$ cat src/rtl/microcode_sequencer.sv
// Microcode sequencer: fetches 32-bit words for the selected program from the
// microcode ROM, decodes them and issues one gate at a time to the gate engine.
// Ports:
//   clk, rst               clock, synchronous active-high reset
//   start, prog_sel        start pulse and program id (taken only when idle)
//   rom_prog_id, rom_addr  ROM address, rom_data is the same-cycle word
//   gate_valid/ready       gate command handshake, payload gate_op/tgt/ctl/imm
//   gate_done              engine completion pulse for the accepted gate
//   busy, done, err        status, err_code holds the cause of the last error
//   instr_count            gates issued in the current or last run
module microcode_sequencer #(
    parameter int NUM_QUBITS   = 4,
    parameter int WAIT_TIMEOUT = 1024
) (
    input  logic        clk,
    input  logic        rst,
    input  logic        start,
    input  logic [1:0]  prog_sel,
    output logic [1:0]  rom_prog_id,
    output logic [7:0]  rom_addr,
    input  logic [31:0] rom_data,
    output logic        gate_valid,
    input  logic        gate_ready,
    output logic [3:0]  gate_op,
    output logic [3:0]  gate_tgt,
    output logic [3:0]  gate_ctl,
    output logic [15:0] gate_imm,
    input  logic        gate_done,
    output logic        busy,
    output logic        done,
    output logic        err,
    output logic [2:0]  err_code,
    output logic [7:0]  instr_count
);

    typedef enum logic [2:0] {
        S_IDLE, S_FETCH, S_DECODE, S_ISSUE, S_WAIT, S_DONE
    } state_e;

    localparam logic [31:0] NQ       = 32'(NUM_QUBITS);
    localparam logic [31:0] TMO_LAST = 32'(WAIT_TIMEOUT - 1);

    state_e      state_q;
    logic [27:0] instr_q;
    logic [1:0]  prog_q;
    logic [7:0]  addr_q;
    logic        valid_q;
    logic [3:0]  op_q, tgt_q, ctl_q;
    logic [15:0] imm_q;
    logic        busy_q, done_q, err_q;
    logic [2:0]  code_q;
    logic [7:0]  cnt_q;
    logic [31:0] tmo_q;

    // The low nibble of each word carries no information.
    logic unused_low;
    assign unused_low = ^rom_data[3:0];

    logic [3:0] w_op, w_tgt, w_ctl;
    logic       two_q, tgt_bad, ctl_bad;
    logic [2:0] dec_code_d;

    assign w_op    = instr_q[27:24];
    assign w_tgt   = instr_q[23:20];
    assign w_ctl   = instr_q[19:16];
    assign two_q   = (w_op == 4'd4) || (w_op == 4'd5) || (w_op == 4'd6);
    assign tgt_bad = {28'd0, w_tgt} >= NQ;
    assign ctl_bad = {28'd0, w_ctl} >= NQ;

    // Error classification of the word in DECODE; 0 means no error.
    always_comb begin
        dec_code_d = 3'd0;
        if (w_op >= 4'd7 && w_op <= 4'd14) begin
            dec_code_d = 3'd1;
        end else if (w_op != 4'd0 && w_op != 4'd15) begin
            if (tgt_bad || (two_q && ctl_bad)) begin
                dec_code_d = 3'd2;
            end else if (two_q && w_tgt == w_ctl) begin
                dec_code_d = 3'd3;
            end
        end
    end

    always_ff @(posedge clk) begin
        if (rst) begin
            state_q <= S_IDLE;
            instr_q <= '0;
            prog_q  <= '0;
            addr_q  <= '0;
            valid_q <= 1'b0;
            op_q    <= '0;
            tgt_q   <= '0;
            ctl_q   <= '0;
            imm_q   <= '0;
            busy_q  <= 1'b0;
            done_q  <= 1'b0;
            err_q   <= 1'b0;
            code_q  <= '0;
            cnt_q   <= '0;
            tmo_q   <= '0;
        end else begin
            done_q <= 1'b0;
            unique case (state_q)
                S_IDLE: begin
                    if (start) begin
                        prog_q  <= prog_sel;
                        addr_q  <= 8'd0;
                        err_q   <= 1'b0;
                        code_q  <= 3'd0;
                        cnt_q   <= 8'd0;
                        busy_q  <= 1'b1;
                        state_q <= S_FETCH;
                    end
                end
                S_FETCH: begin
                    instr_q <= rom_data[31:4];
                    state_q <= S_DECODE;
                end
                S_DECODE: begin
                    if (dec_code_d != 3'd0) begin
                        err_q   <= 1'b1;
                        code_q  <= dec_code_d;
                        busy_q  <= 1'b0;
                        state_q <= S_IDLE;
                    end else if (w_op == 4'd0) begin
                        // NOP at the last address cannot advance.
                        if (addr_q == 8'hFF) begin
                            err_q   <= 1'b1;
                            code_q  <= 3'd4;
                            busy_q  <= 1'b0;
                            state_q <= S_IDLE;
                        end else begin
                            addr_q  <= addr_q + 8'd1;
                            state_q <= S_FETCH;
                        end
                    end else if (w_op == 4'd15) begin
                        done_q  <= 1'b1;
                        state_q <= S_DONE;
                    end else begin
                        op_q    <= w_op;
                        tgt_q   <= w_tgt;
                        ctl_q   <= w_ctl;
                        imm_q   <= instr_q[15:0];
                        valid_q <= 1'b1;
                        state_q <= S_ISSUE;
                    end
                end
                S_ISSUE: begin
                    if (gate_ready) begin
                        valid_q <= 1'b0;
                        if (cnt_q != 8'hFF) begin
                            cnt_q <= cnt_q + 8'd1;
                        end
                        tmo_q   <= '0;
                        state_q <= S_WAIT;
                    end
                end
                S_WAIT: begin
                    if (gate_done) begin
                        if (addr_q == 8'hFF) begin
                            err_q   <= 1'b1;
                            code_q  <= 3'd4;
                            busy_q  <= 1'b0;
                            state_q <= S_IDLE;
                        end else begin
                            addr_q  <= addr_q + 8'd1;
                            state_q <= S_FETCH;
                        end
                    end else if (WAIT_TIMEOUT != 0 && tmo_q == TMO_LAST) begin
                        err_q   <= 1'b1;
                        code_q  <= 3'd5;
                        busy_q  <= 1'b0;
                        state_q <= S_IDLE;
                    end else begin
                        tmo_q <= tmo_q + 32'd1;
                    end
                end
                S_DONE: begin
                    busy_q  <= 1'b0;
                    state_q <= S_IDLE;
                end
                default: begin
                    state_q <= S_IDLE;
                end
            endcase
        end
    end

    assign rom_prog_id = prog_q;
    assign rom_addr    = addr_q;
    assign gate_valid  = valid_q;
    assign gate_op     = op_q;
    assign gate_tgt    = tgt_q;
    assign gate_ctl    = ctl_q;
    assign gate_imm    = imm_q;
    assign busy        = busy_q;
    assign done        = done_q;
    assign err         = err_q;
    assign err_code    = code_q;
    assign instr_count = cnt_q;

endmodule
$ cat config.mk
export PLATFORM = sky130hd
export DESIGN_NAME = microcode_sequencer
export DESIGN_NICKNAME = d
export VERILOG_FILES = /design/src/rtl/microcode_sequencer.sv
export SDC_FILE = /design/constraint.sdc
export NUM_CORES = 1
export LEC_CHECK = 0
export BUFFER_PORTS_ARGS = -buffer_cell sky130_fd_sc_hd__clkbuf_2
export CORE_UTILIZATION = 50
export DETAILED_ROUTE_END_ITERATION = 6
export PLACE_DENSITY = 0.71
export SYNTH_ARGS = -nofsm -noshare
export SYNTH_HDL_FRONTEND = slang
export SYNTH_SLANG_ARGS = --single-unit
$ cat constraint.sdc
create_clock -name clk -period 3.86 [get_ports clk]
set_clock_uncertainty 0.1 [all_clocks]
set_input_delay 0.386 -clock clk [delete_from_list [all_inputs] [get_ports clk]]
set_output_delay 0.386 -clock clk [all_outputs]
set_load 0.005 [all_outputs]
* Word level (Yosys, flattened, before mapping)
Index checks and enable logic that the tools add are counted.
Word-level totals: flip-flop bits (word level) 116, latch bits 0, RAM bits 0, memory bits (read-only) 0, bits of input ports 39, output and inout bits 53, logic and storage cells 131, memories 0
Cells by class: add/subtract/negate cells 3, $mul 0, divide/modulo/power cells 0, $lt $le $gt $ge 4, eq/ne operators 26, shift operators 0, muxes and demuxes 53, bitwise logic cells 4, reduce and logical (&&, ||, !) cells 26
Operators with widths (number):
- 32-bit two-way mux | 3
- 32-bit one-hot mux with 2 select lines | 1
- 8-bit two-way mux | 7
- 3-bit two-way mux | 14
- 32-bit by 1-bit adder with 32-bit output, second input constant | 1
- 32-bit by 10-bit == test with 1-bit output, second input constant | 1
- 8-bit one-hot mux with 3 select lines | 1
- 2-bit != test, second input constant | 10
- 4-bit AND reduction | 5
- 1-bit two-way mux | 18
- 8-bit by 1-bit adder with 8-bit output, second input constant | 2
- 8-bit one-hot mux with 2 select lines | 1
- 3-bit one-hot mux with 5 select lines | 1
- 4-bit by 3-bit == test with 1-bit output, second input constant | 3
- 4-bit by 3-bit >= comparator with 1-bit output, second input constant | 3
- 5-bit AND reduction | 2
- 3-bit one-hot mux with 3 select lines | 1
- 8-bit == test, second input constant | 1
- 8-bit != test, second input constant | 1
- 4-bit nonzero test | 2
- 3-bit by 2-bit == test with 1-bit output, second input constant | 2
- 3-bit == test, second input constant | 2
- 2-bit two-way mux | 3
- 3-bit != test, second input constant | 2
- other kinds (18) | 29

* Logic depth before layout (Yosys ltp)
Gate-level depths: netlist of run 1.
depth after elaboration 11, depth in mapped cells 9, gate-level depth less buffers 7

* Least setup slack after synthesis of run 1
No wires, ideal clock.
path kind register to register, start point register state_q[0], end point register tmo_q[30], setup time 0.125 ns, arrival 1.978 ns, required time 3.635 ns, slack 1.656 ns, stages on the path, launching flop included 9, path buffers 2, clock period less this slack 2.204 ns, cell sequence dfxtp_1 -> buf_6 -> or4b_4 -> a2111oi_4 -> o21ai_2 -> buf_6 -> nor3_2 -> xnor2_1 -> nor2_2
Between the ends: cells in the longest elaborated chain, start to end 3
RTL lines:
- from (decl) | line 43 | state_e state_q;
- from (signal assigned) | line 86 | state_q <= S_IDLE;
- from (signal assigned) | line 112 | state_q <= S_FETCH;
- from (signal assigned) | line 117 | state_q <= S_DECODE;
- 3-bit == test / 3-bit by 2-bit == test with 1-bit output (equally long branches) | line 103 | unique case (state_q)
- 2-bit != test (no source line) / 2-bit nonzero test (equally long branches)
- 4-bit AND reduction (no source line)
- to (signal assigned) | line 175 | tmo_q <= tmo_q + 32'd1;
- to (decl) | line 53 | logic [31:0] tmo_q;
Parallel ways exist; a longest one is shown, timed or not. A chain may end at the register's enable or synchronous reset.

* Final worst setup path of run 1
start point register instr_q[23], end point register op_q[1] (netlist: gate_op[1])
Between the ends: cells in the longest elaborated chain, start to end 9
RTL lines:
- from (decl) | line 44 | logic [27:0] instr_q;
- from (signal assigned) | line 116 | instr_q <= rom_data[31:4];
- parallel branches: the longest is 3 deep, another holds 4-bit by 3-bit >= comparator with 1-bit output
- 2-bit two-way mux (*) | line 76 | if (tgt_bad || (two_q && ctl_bad)) begin
- 2-bit two-way mux (*) | line 75 | end else if (w_op != 4'd0 && w_op != 4'd15) begin
- 3-bit two-way mux (*) | line 73 | if (w_op >= 4'd7 && w_op <= 4'd14) begin
- 3-bit nonzero test (*) | line 120 | if (dec_code_d != 3'd0) begin
- 1-bit NOT (no source line) (*)
- 4-bit AND reduction (no source line) (*)
- to (signal assigned) | line 140 | op_q <= w_op;
- to (decl) | line 48 | logic [3:0] op_q, tgt_q, ctl_q;
Every way passes the cells marked *.

==> results of run 1 <==
## final cells by class
type / instances / area [µm²] / area share, %
Clock buffer: 18 / 428 / 6.62
Clock inverter: 14 / 143 / 2.21
Inverter: 11 / 41.3 / 0.639
Multi-Input combinational cell: 434 / 2640 / 40.8
Sequential cell: 116 / 2320 / 35.9
Tap cell: 133 / 166 / 2.57
Timing Repair Buffer: 117 / 726 / 11.2
## metrics by stage
step                utilization, %  total power, W  instance area (µm²)  hold slack (ps)  worst slack, ps
finish                        65.5         0.00306                 6460             25.6              944
global placement              57.1         0.00156                 5630              341             1030
global route                  65.5         0.00319                 6460             7.85              691
CTS                           65.5         0.00308                 6460           0.0484              947
detailed placement            57.1         0.00157                 5630              346              985
floorplan                        -         0.00149                 5150              336             1660
## critical path: stages (launching register included)
cell      delay [ps]
dfxtp_1          320
nor4_1           350
a21boi_0         500
o211ai_1         310
nand2b_2         750
mux2i_1          360
nor2_1            70
## per-layer routing
metal	wire [µm]	track usage (%)	part of all wire, %
met2	5480	37.6	47
met3	617	6.48	5.3
met1	5420	28.7	47
met4	112	8.07	0.96
met5	0	0	0
## cells in the mapped netlist, types with 3 or more instances
| library cell | instances |
|---|---|
| or2_2 | 6 |
| and3_1 | 7 |
| nand3_1 | 15 |
| a311oi_1 | 4 |
| o21ai_0 | 20 |
| clkbuf_1 | 26 |
| nand2b_1 | 7 |
| nor2_1 | 77 |
| nor4b_1 | 3 |
| mux2i_1 | 27 |
| and4_1 | 4 |
| a21o_1 | 3 |
| a41o_1 | 3 |
| and3b_1 | 3 |
| buf_2 | 4 |
| ha_1 | 3 |
| a21boi_0 | 3 |
| or3_1 | 8 |
| dfxtp_1 | 116 |
| nor3_2 | 3 |
| nand3b_1 | 6 |
| nor3_1 | 11 |
| a21oi_1 | 50 |
| nor3b_1 | 7 |
| nand2_1 | 78 |
| nor4_1 | 11 |
| xnor2_1 | 31 |
| xor2_1 | 3 |
| nand4_1 | 8 |
| inv_1 | 11 |
## power breakdown
part	switching [W]	total, W	internal (W)
clock	0.000601	0.00149	0.000891
combinational	0.000165	0.000283	0.000117
sequential	0.0000460	0.00128	0.00124
total	0.000813	0.00306	0.00225
## final timing paths
kind,slack (ps),to,depth (start not counted)
worst min register to register,350,instr_q[1],2
worst max register to register,940,gate_op[1],6
worst min-delay path,30,rom_prog_id[0],3
worst max-delay path,940,gate_op[1],6
## flip-flops by register name (all words and copies together), names as in the netlist
name         count
err_code         3
gate_op          4
rom_addr         8
gate_tgt         4
done             1
err              1
instr_q         28
tmo_q           32
gate_valid       1
rom_prog_id      2
busy             1
gate_imm        16
gate_ctl         4
state_q          3
instr_count      8
## cells in the final DEF (no fill, tap or decap), drive strengths merged, types with 3 or more instances in the layout
cell type / synthesis / routed
and4: 4 / 4
a21boi: 3 / 3
o21ai: 21 / 21
nand2b: 7 / 7
nor4b: 3 / 3
ha: 3 / 3
a311oi: 4 / 4
nor2: 78 / 78
mux2i: 27 / 27
a21oi: 50 / 50
xnor2: 31 / 31
dlygate4sd3: 0 / 26
and3: 7 / 7
dfxtp: 116 / 116
a211oi: 3 / 3
xor2: 3 / 3
or2: 7 / 7
inv: 11 / 19
nor3b: 8 / 8
clkbuf: 26 / 105
nand2: 78 / 78
a41o: 3 / 3
nand4: 8 / 8
nand3b: 6 / 6
a21o: 3 / 3
nor4: 12 / 12
buf: 9 / 4
clkinv: 0 / 3
nand3: 15 / 15
or3: 8 / 8
and3b: 3 / 3
nor3: 16 / 16
## repair_timing
action	in CTS	in global routing
resized for setup	0	0
hold buffers	26	0
endpoints found under the hold margin	26	0
## logic make-up (layout without fill, tap and decap cells)
family                     Yosys count  after routing  synth area share [%]
and+or+nand+nor                    267            267                  26.8
buffers and inverters               46            160                  3.88
AOI/OAI and AO/OA                  103            103                  12.6
adders and majority gates            3              3                 0.728
xor gates and xnor gates            34             34                  5.78
muxes                               27             27                  5.24
DFF                                116            116                  45.1
==> summary.txt, run 1 <==
Timing
  – Final hold vios: 0
  – Fin. max-slew vios: 0
  – Setup violators final: 0
  – Setup repair after global routing missed its margin: false
  – Worst Max-Slew Pin Slew: 987 ps
  – Max Fclk: 343 MHz
  – Rel. slew slack: 34.2%
  – Final TNS setup: 0 ps
  – Final Cycle Share: 75.6%
  – Min Tclk post-route: 2920 ps

Global routing
  – First-pass GRT wire length: 20200 µm
  – Gr usage total: 22.9%
  – GRT Residual Overflow: 0
  – Initial antenna violation count: 0
  – Pin count of the biggest net entering global routing: 76
  – Vias in the first global route: 4299

Die
  – Core ar.: 0.00986 mm²
  – Die area: 0.0107 mm²
  – Row cnt: 36
  – Initial Util: 52.2%
  – Die Wd: 104 µm
  – I/O Pins: 92
  – Die height: 104 µm

Worst setup path
  – Critical path launch point type: register
  – FF-to-FF Start: instr_q[23]
  – WP data required: 4120 ps
  – Crit path kind: reg2reg
  – Worst setup path startpoint: instr_q[23]
  – CP endpoint kind: register
  – Worst Path Max Fanout: 30
  – Critical Path AT: 3170 ps

Layout
  – Layout cells sized above 1: 20.3%
  – Nets: 739
  – Area grow syn2layout: 25.4%
  – Non-Filler Instances: 843
  – N_diodes: 0
  – FILL cells: 778

Logic synthesis
  – Net Count, Synth: 638
  – Main synth FF type: dfxtp_1
  – Cell area after synthesis: 0.00515 mm²
  – Post-synthesis sequential area ratio: 45.1%
  – Yosys warns: 0
  – Post-Synthesis Cells: 596
  – Post-synth cell types: 60
  – Largest area contributor in the synthesized netlist: dfxtp_1
  – Synth async-reset ratio: 0%
  – Mean Syn Cell Area: 8.65 µm²
  – EDFF count, synth: 0
  – #FFs+latches synth: 116
  – Top cell type's share of synthesized area: 45.1%
  – Area contributors post-synth: dfxtp_1 (45%), nand2_1 (5.7%), nor2_1 (5.6%)

Route
  – First-pass iteration count of the detailed router: 4
  – Via density: 5.32
  – Via Count: 4483
  – WL/cell: 13.8 µm
  – Initial DRC Count: 218
  – # DRC: 0
  – Routed wire length: 11600 µm
  – Antenna-violating nets left: 0

Hold path
  – HP Start: prog_sel[0]
  – Hold Path Class: in2reg

Clock network
  – Clock Latency Late Sink: 510 ps
  – TritonCTS Buffers: 17
  – Clock Sinks: 116
  – Clock-pin slew of the registers on the worst-case setup and hold paths: 60 ps
  – Root buf cell: clkbuf_8
  – CTS tree: yes
  – H-tree depth: 4
  – Longest Clk Path Bufs: 2
  – Post-CTS setup repair buffer count: 0

Run status
  – Outcome: finished clean

Power
  – Pleak: 2.61 nW
  – VDD IR max: 0.405 mV
  – Pwr per Cell Area: 473 mW/mm²

Place
  – DP HPWL: 7500 µm
  – Port bufs: 87
  – Placed cells: 785
  – GPL Wtd Cong: 0.852

Job
  – Max cap viols: 0
Power figures use the tool's default switching activity.
==> inputs of run 2 (changes only) <==
==> constraint.sdc (replaced) <==
create_clock -name clk -period 3.05 [get_ports clk]
set_clock_uncertainty 0.1 [all_clocks]
set_input_delay 0.305 -clock clk [delete_from_list [all_inputs] [get_ports clk]]
set_output_delay 0.305 -clock clk [all_outputs]
set_load 0.005 [all_outputs]
==> run 2 against run 1 <==
Compared with the run above: clock-buffer cell count did not move; worst setup slack lost 450 ps; critical path depth unchanged; first-iteration DRC count increased by 27%; register-to-register slack got worse by 450 ps; wire length up 4.2%; flip-flop and latch count unchanged; combinational power up 34%; critical endpoint is now tmo_q[27].
==> summary.txt, run 2 (synthesized netlist as in run 1, its figures left out) <==
Layout
  – Core Util, Final: 66.8%
  – Layout cells sized above 1: 20.9%
  – Multi-input logic area: 0.00264 mm²
  – Final Instance Area: 0.00659 mm²
  – Reg area: 0.00232 mm²
  – Nets: 750
  – FILL cells: 768
  – Biggest register: tmo_q
  – Commonest non-fill, non-tap cells in the layout: dfxtp_1 (116), clkbuf_2 (87), nand2_1 (78)
  – Max reg flops: 32
  – Commonest non-fill, non-tap cell in the layout: dfxtp_1
  – N_diodes: 0
  – Area grow syn2layout: 27.9%

Power
  – Pleak: 2.67 nW
  – VDD IR max: 0.425 mV
  – Pwr per Cell Area: 607 mW/mm²

Route
  – Antenna-violating nets left: 0
  – Max layer used: met4
  – Via Count: 4586
  – WL/cell: 14.2 µm
  – # DRC: 0
  – Wl on met1: 5530 µm
  – Via density: 5.37
  – Routed wire length: 12100 µm
  – Initial DRC Count: 276
  – Met2 WL: 5860 µm
  – Met3 wire length: 619 µm
  – First-pass iteration count of the detailed router: 4

Clock network
  – TritonCTS Buffers: 17
  – Longest Clk Path Bufs: 2
  – H-tree depth: 4
  – Post-CTS Resized: 0
  – Root buf cell: clkbuf_8
  – CTS tree: yes
  – Clock Sinks: 116
  – Clock Latency Late Sink: 520 ps
  – Clock-pin slew of the registers on the worst-case setup and hold paths: 60 ps

Worst setup path
  – Setup crit end: tmo_q[27]
  – Crit path kind: reg2reg
  – Critical Path AT: 2870 ps
  – Worst setup path startpoint: state_q[1]
  – CP endpoint kind: register
  – WP data required: 3360 ps
  – Reg2reg end: tmo_q[27]
  – Critical path launch point type: register
  – Worst Path Max Fanout: 15
  – R2R cell count: 6
  – FF-to-FF Start: state_q[1]
  – R2R Setup Slk: 490 ps

Place
  – Port bufs: 87
  – Area after DPL: 0.00569 mm²
  – DP HPWL: 7790 µm
  – GPL Wtd Cong: 0.825

Global routing
  – GRT Residual Overflow: 0
  – Gr usage total: 23.4%
  – Vias in the first global route: 4358
  – First-pass GRT wire length: 20400 µm
  – Initial antenna violation count: 0
  – Pin count of the biggest net entering global routing: 60

Timing
  – Final TNS setup: 0 ps
  – Setup repair after global routing missed its margin: false
  – Max Fclk: 391 MHz
  – Rel. slew slack: 50.0%
  – Final hold vios: 0
  – Worst Max-Slew Pin Slew: 743 ps
  – Setup violators final: 0
  – Min Tclk post-route: 2560 ps
  – Final Cycle Share: 83.8%
  – Fin. max-slew vios: 0

Die
  – Row cnt: 36
  – I/O Pins: 92
  – Die height: 104 µm
  – Die Wd: 104 µm
  – Initial Util: 52.2%
  – Core ar.: 0.00986 mm²
  – Die area: 0.0107 mm²

Job
  – Max cap viols: 0

Run status
  – Outcome: finished clean

Hold path
  – Hold Path Class: in2reg
  – HP Start: gate_ready
## run 2: cell types whose count changed in the layout (fill, tap and decap cells not counted)
cell           previous run  this run
dlygate4sd3_1            26        30
clkinvlp_4                2         3
clkinv_2                  1         2
clkinv_4                  2         3
bufinv_16                 1         3
inv_6                     6         3
inv_8                     2         0
buf_4                     4        11
## run 2: timing repair
item                                   4_1_cts  5_1_grt
hold buffers                                30        0
endpoints found under the hold margin       30        0
setup buffers                                0        0
## run 2: layout make-up
type,instances,area share [%]
Inverter,11,0.627
Sequential cell,116,35.2
Tap cell,133,2.53
Clock buffer,18,6.49
Multi-Input combinational cell,434,40.0
Timing Repair Buffer,128,12.4
Clock inverter,14,2.66
## run 2: through the flow
step,instances,hold WS [ps],worst slack [ps],total power (W)
after global placement,792,341,548,0.00198
after detailed placement,792,346,472,0.00199
final,854,93.5,493,0.00400
after CTS,854,71.8,456,0.00402
after floorplan,596,336,846,0.00189
after global routing,854,88.2,236,0.00415
## run 2: worst min path at each step
stage                        to  depth (start not counted)  slack [ps]
finish               state_q[0]                          3          90
global route         state_q[0]                          3          90
CTS                  state_q[1]                          4          70
detailed placement   instr_q[1]                          2         350
global placement    instr_q[14]                          2         340
floorplan            instr_q[0]                          2         340
## run 2: where the power goes
group / switching (W) / internal, W
Sequential: 0.0000493 / 0.00157
Combinational: 0.000221 / 0.000158
Clock: 0.000732 / 0.00127
Total: 0.00100 / 0.00300
## run 2: worst max-delay path: stages, from the launching register on
cell	delay, ps
dfxtp_1	450
nor4b_1	520
o2111ai_1	310
or2_0	370
nor3_4	340
a311oi_1	140
a41o_1	210
## run 2: per-layer routing
layer | track usage (%) | vias to the layer above
met3 | 7.68 | 10
met1 | 28.3 | 2148
met4 | 7.14 | 0
met5 | 0 | -
met2 | 39.5 | 124
li1 | - | 2304
==> inputs of run 3 (changes only) <==
--- a/config.mk
+++ b/config.mk
@@ -8,7 +8,7 @@
 export BUFFER_PORTS_ARGS = -buffer_cell sky130_fd_sc_hd__clkbuf_2
 export CORE_UTILIZATION = 50
 export DETAILED_ROUTE_END_ITERATION = 6
-export PLACE_DENSITY = 0.71
+export PLACE_DENSITY = 0.73
 export SYNTH_ARGS = -nofsm -noshare
 export SYNTH_HDL_FRONTEND = slang
 export SYNTH_SLANG_ARGS = --single-unit
==> constraint.sdc (replaced) <==
create_clock -name clk -period 2.07 [get_ports clk]
set_clock_uncertainty 0.1 [all_clocks]
set_input_delay 0.207 -clock clk [delete_from_list [all_inputs] [get_ports clk]]
set_output_delay 0.207 -clock clk [all_outputs]
set_load 0.005 [all_outputs]
==> run 3 against run 2 <==
Compared with the run above: the run now ends with setup timing left; hold slack worse by 22 ps; sequential share of layout area fell by 3.9 points; maximum frequency grew 16%; largest power group unchanged; combinational power grew 95%.
==> summary.txt, run 3 (synthesized netlist as in run 1, its figures left out) <==
Layout
  – FILL cells: 674
  – Max reg flops: 32
  – Area grow syn2layout: 44.9%
  – Reg area: 0.00234 mm²
  – Non-Filler Instances: 923
  – Commonest non-fill, non-tap cell in the layout: dfxtp_1
  – Multi-input logic area: 0.00288 mm²
  – Biggest register: tmo_q
  – Layout cells sized above 1: 33.3%
  – N_diodes: 0
  – Commonest non-fill, non-tap cells in the layout: dfxtp_1 (103), clkbuf_2 (87), nand2_1 (78)
  – Nets: 819

Clock network
  – CTS tree: yes
  – Longest Clk Path Bufs: 2
  – Clock-pin slew of the registers on the worst-case setup and hold paths: 60 ps
  – Clock Sinks: 116
  – TritonCTS Buffers: 17
  – Root buf cell: clkbuf_8
  – H-tree depth: 4
  – Clock Latency Late Sink: 530 ps

Place
  – DP HPWL: 8500 µm
  – GPL Wtd Cong: 0.821
  – Placed cells: 847
  – Port bufs: 87

Route
  – WL/cell: 15.8 µm
  – First-pass iteration count of the detailed router: 5
  – Via density: 5.55
  – Initial DRC Count: 263
  – Routed wire length: 14600 µm
  – # DRC: 0
  – Antenna-violating nets left: 0
  – Via Count: 5120

Power
  – Pwr per Cell Area: 806 mW/mm²
  – Pleak: 3.12 nW
  – VDD IR max: 0.528 mV

Timing
  – Final worst slack: -125 ps
  – Final Cycle Share: 106%
  – Setup violators final: 11
  – Min Tclk post-route: 2200 ps
  – Fin. max-slew vios: 0
  – Rel. slew slack: 64.2%
  – Worst Max-Slew Pin Slew: 538 ps
  – Final TNS setup: -665 ps
  – Setup repair after global routing missed its margin: true
  – Final hold vios: 0
  – Max Fclk: 456 MHz

Worst setup path
  – FF-to-FF Start: state_q[2]
  – Critical Path AT: 2550 ps
  – Worst path cell trace: or4b_4 > a2111oi_4 > o21ai_4 > buf_6 > or3_4 > a21oi_2
  – CP endpoint kind: register
  – Worst Path Max Fanout: 5
  – Slowest CP cell: or4b_4
  – Worst setup path startpoint: state_q[2]
  – Crit path kind: reg2reg
  – WP data required: 2430 ps
  – CP Buf/Inv Count: 1
  – R2R Setup Slk: -130 ps
  – Largest delay share family, worst path: simple AND/OR/NAND/NOR gates
  – Crit path largest cell delay: 510 ps
  – Critical path launch point type: register

Global routing
  – GRT Residual Overflow: 0
  – Vias in the first global route: 4937
  – Gr usage total: 26.9%
  – Pin count of the biggest net entering global routing: 73
  – First-pass GRT wire length: 23200 µm
  – Initial antenna violation count: 0

Die
  – Core ar.: 0.00986 mm²
  – Initial Util: 52.2%
  – Die height: 104 µm
  – Die area: 0.0107 mm²
  – Die Wd: 104 µm
  – I/O Pins: 92
  – Row cnt: 36

Run status
  – Outcome: complete, but fails checks
  – Violated checks: setup timing

Hold path
  – Hold Path Class: in2reg
  – HP Start: start

Job
  – Max cap viols: 0
run 3: cell types whose count changed in the layout (fill, tap and decap cells not counted), sizes merged:
cell and change:
clkinv -1, bufinv -1, buf +66, dlygate4sd3 +2, inv +3
run 3: layout make-up:
type / instances / area share (%)
multi-input cells: 434 / 38.6
flip-flops and latches: 116 / 31.3
repair buffers: 197 / 19.5
clock buffers: 17 / 5.55
clock inverters: 15 / 2.30
well taps: 133 / 2.23
inverters: 11 / 0.553
run 3: path summary, 6_finish.rpt:
path	endpoint	depth (start not counted)
setup / recovery	tmo_q[22]	6
hold / removal	state_q[0]	4
setup reg to reg	tmo_q[22]	6
hold reg to reg	instr_q[6]	2
run 3: power by group:
part / internal, W / leakage (nW) / switching [W]
logic: 0.000342 / 1.90 / 0.000397
registers: 0.00231 / 0.944 / 0.0000677
clock network: 0.00174 / 0.280 / 0.00115
run 3: worst register-to-register path: cells and delay by family, from the launching register on:
kind / cells / cell delay (ps)
buffers and inverters: 1 / 150
flip-flops: 1 / 370
AND/OR/NAND/NOR: 2 / 880
AO/OA/AOI/OAI: 3 / 630
run 3: routing by layer:
metal / GRT usage [%] / wire [µm] / share of wire [%] / vias up
li1: - / - / - / 2443
met5: 0 / 0 / 0 / -
met4: 10.1 / 416 / 2.9 / 0
met2: 45.6 / 7350 / 50 / 171
met3: 7.80 / 709 / 4.9 / 40
met1: 32.1 / 6100 / 42 / 2466
run 3: repair_timing:
action / CTS / global route
hold buffers: 32 / 0
buffers inserted: 2 / 8
hold endpoints to repair: 34 / 0
gates cloned: 0 / 2
pin swaps: 8 / 9
gates resized for setup: 14 / 52
endpoints found under the setup margin: 27 / 94
run 3: through the flow:
| stage | utilization (%) | power [W] | cell area [µm²] | hold WS (ps) | setup WS [ps] |
|---|---|---|---|---|---|
| 4_1_cts | 72.8 | 0.00595 | 7180 | 45.1 | -68.7 |
| 3_5_place_dp | 62.8 | 0.00302 | 6190 | 337 | -123 |
| 2_1_floorplan | - | 0.00279 | 5200 | 243 | -30.6 |
| 5_1_grt | 75.7 | 0.00624 | 7470 | 91.6 | -203 |
| 3_3_place_gp | 62.8 | 0.00300 | 6190 | 330 | -63.6 |
| 6_report | 75.7 | 0.00602 | 7470 | 71.5 | -125 |
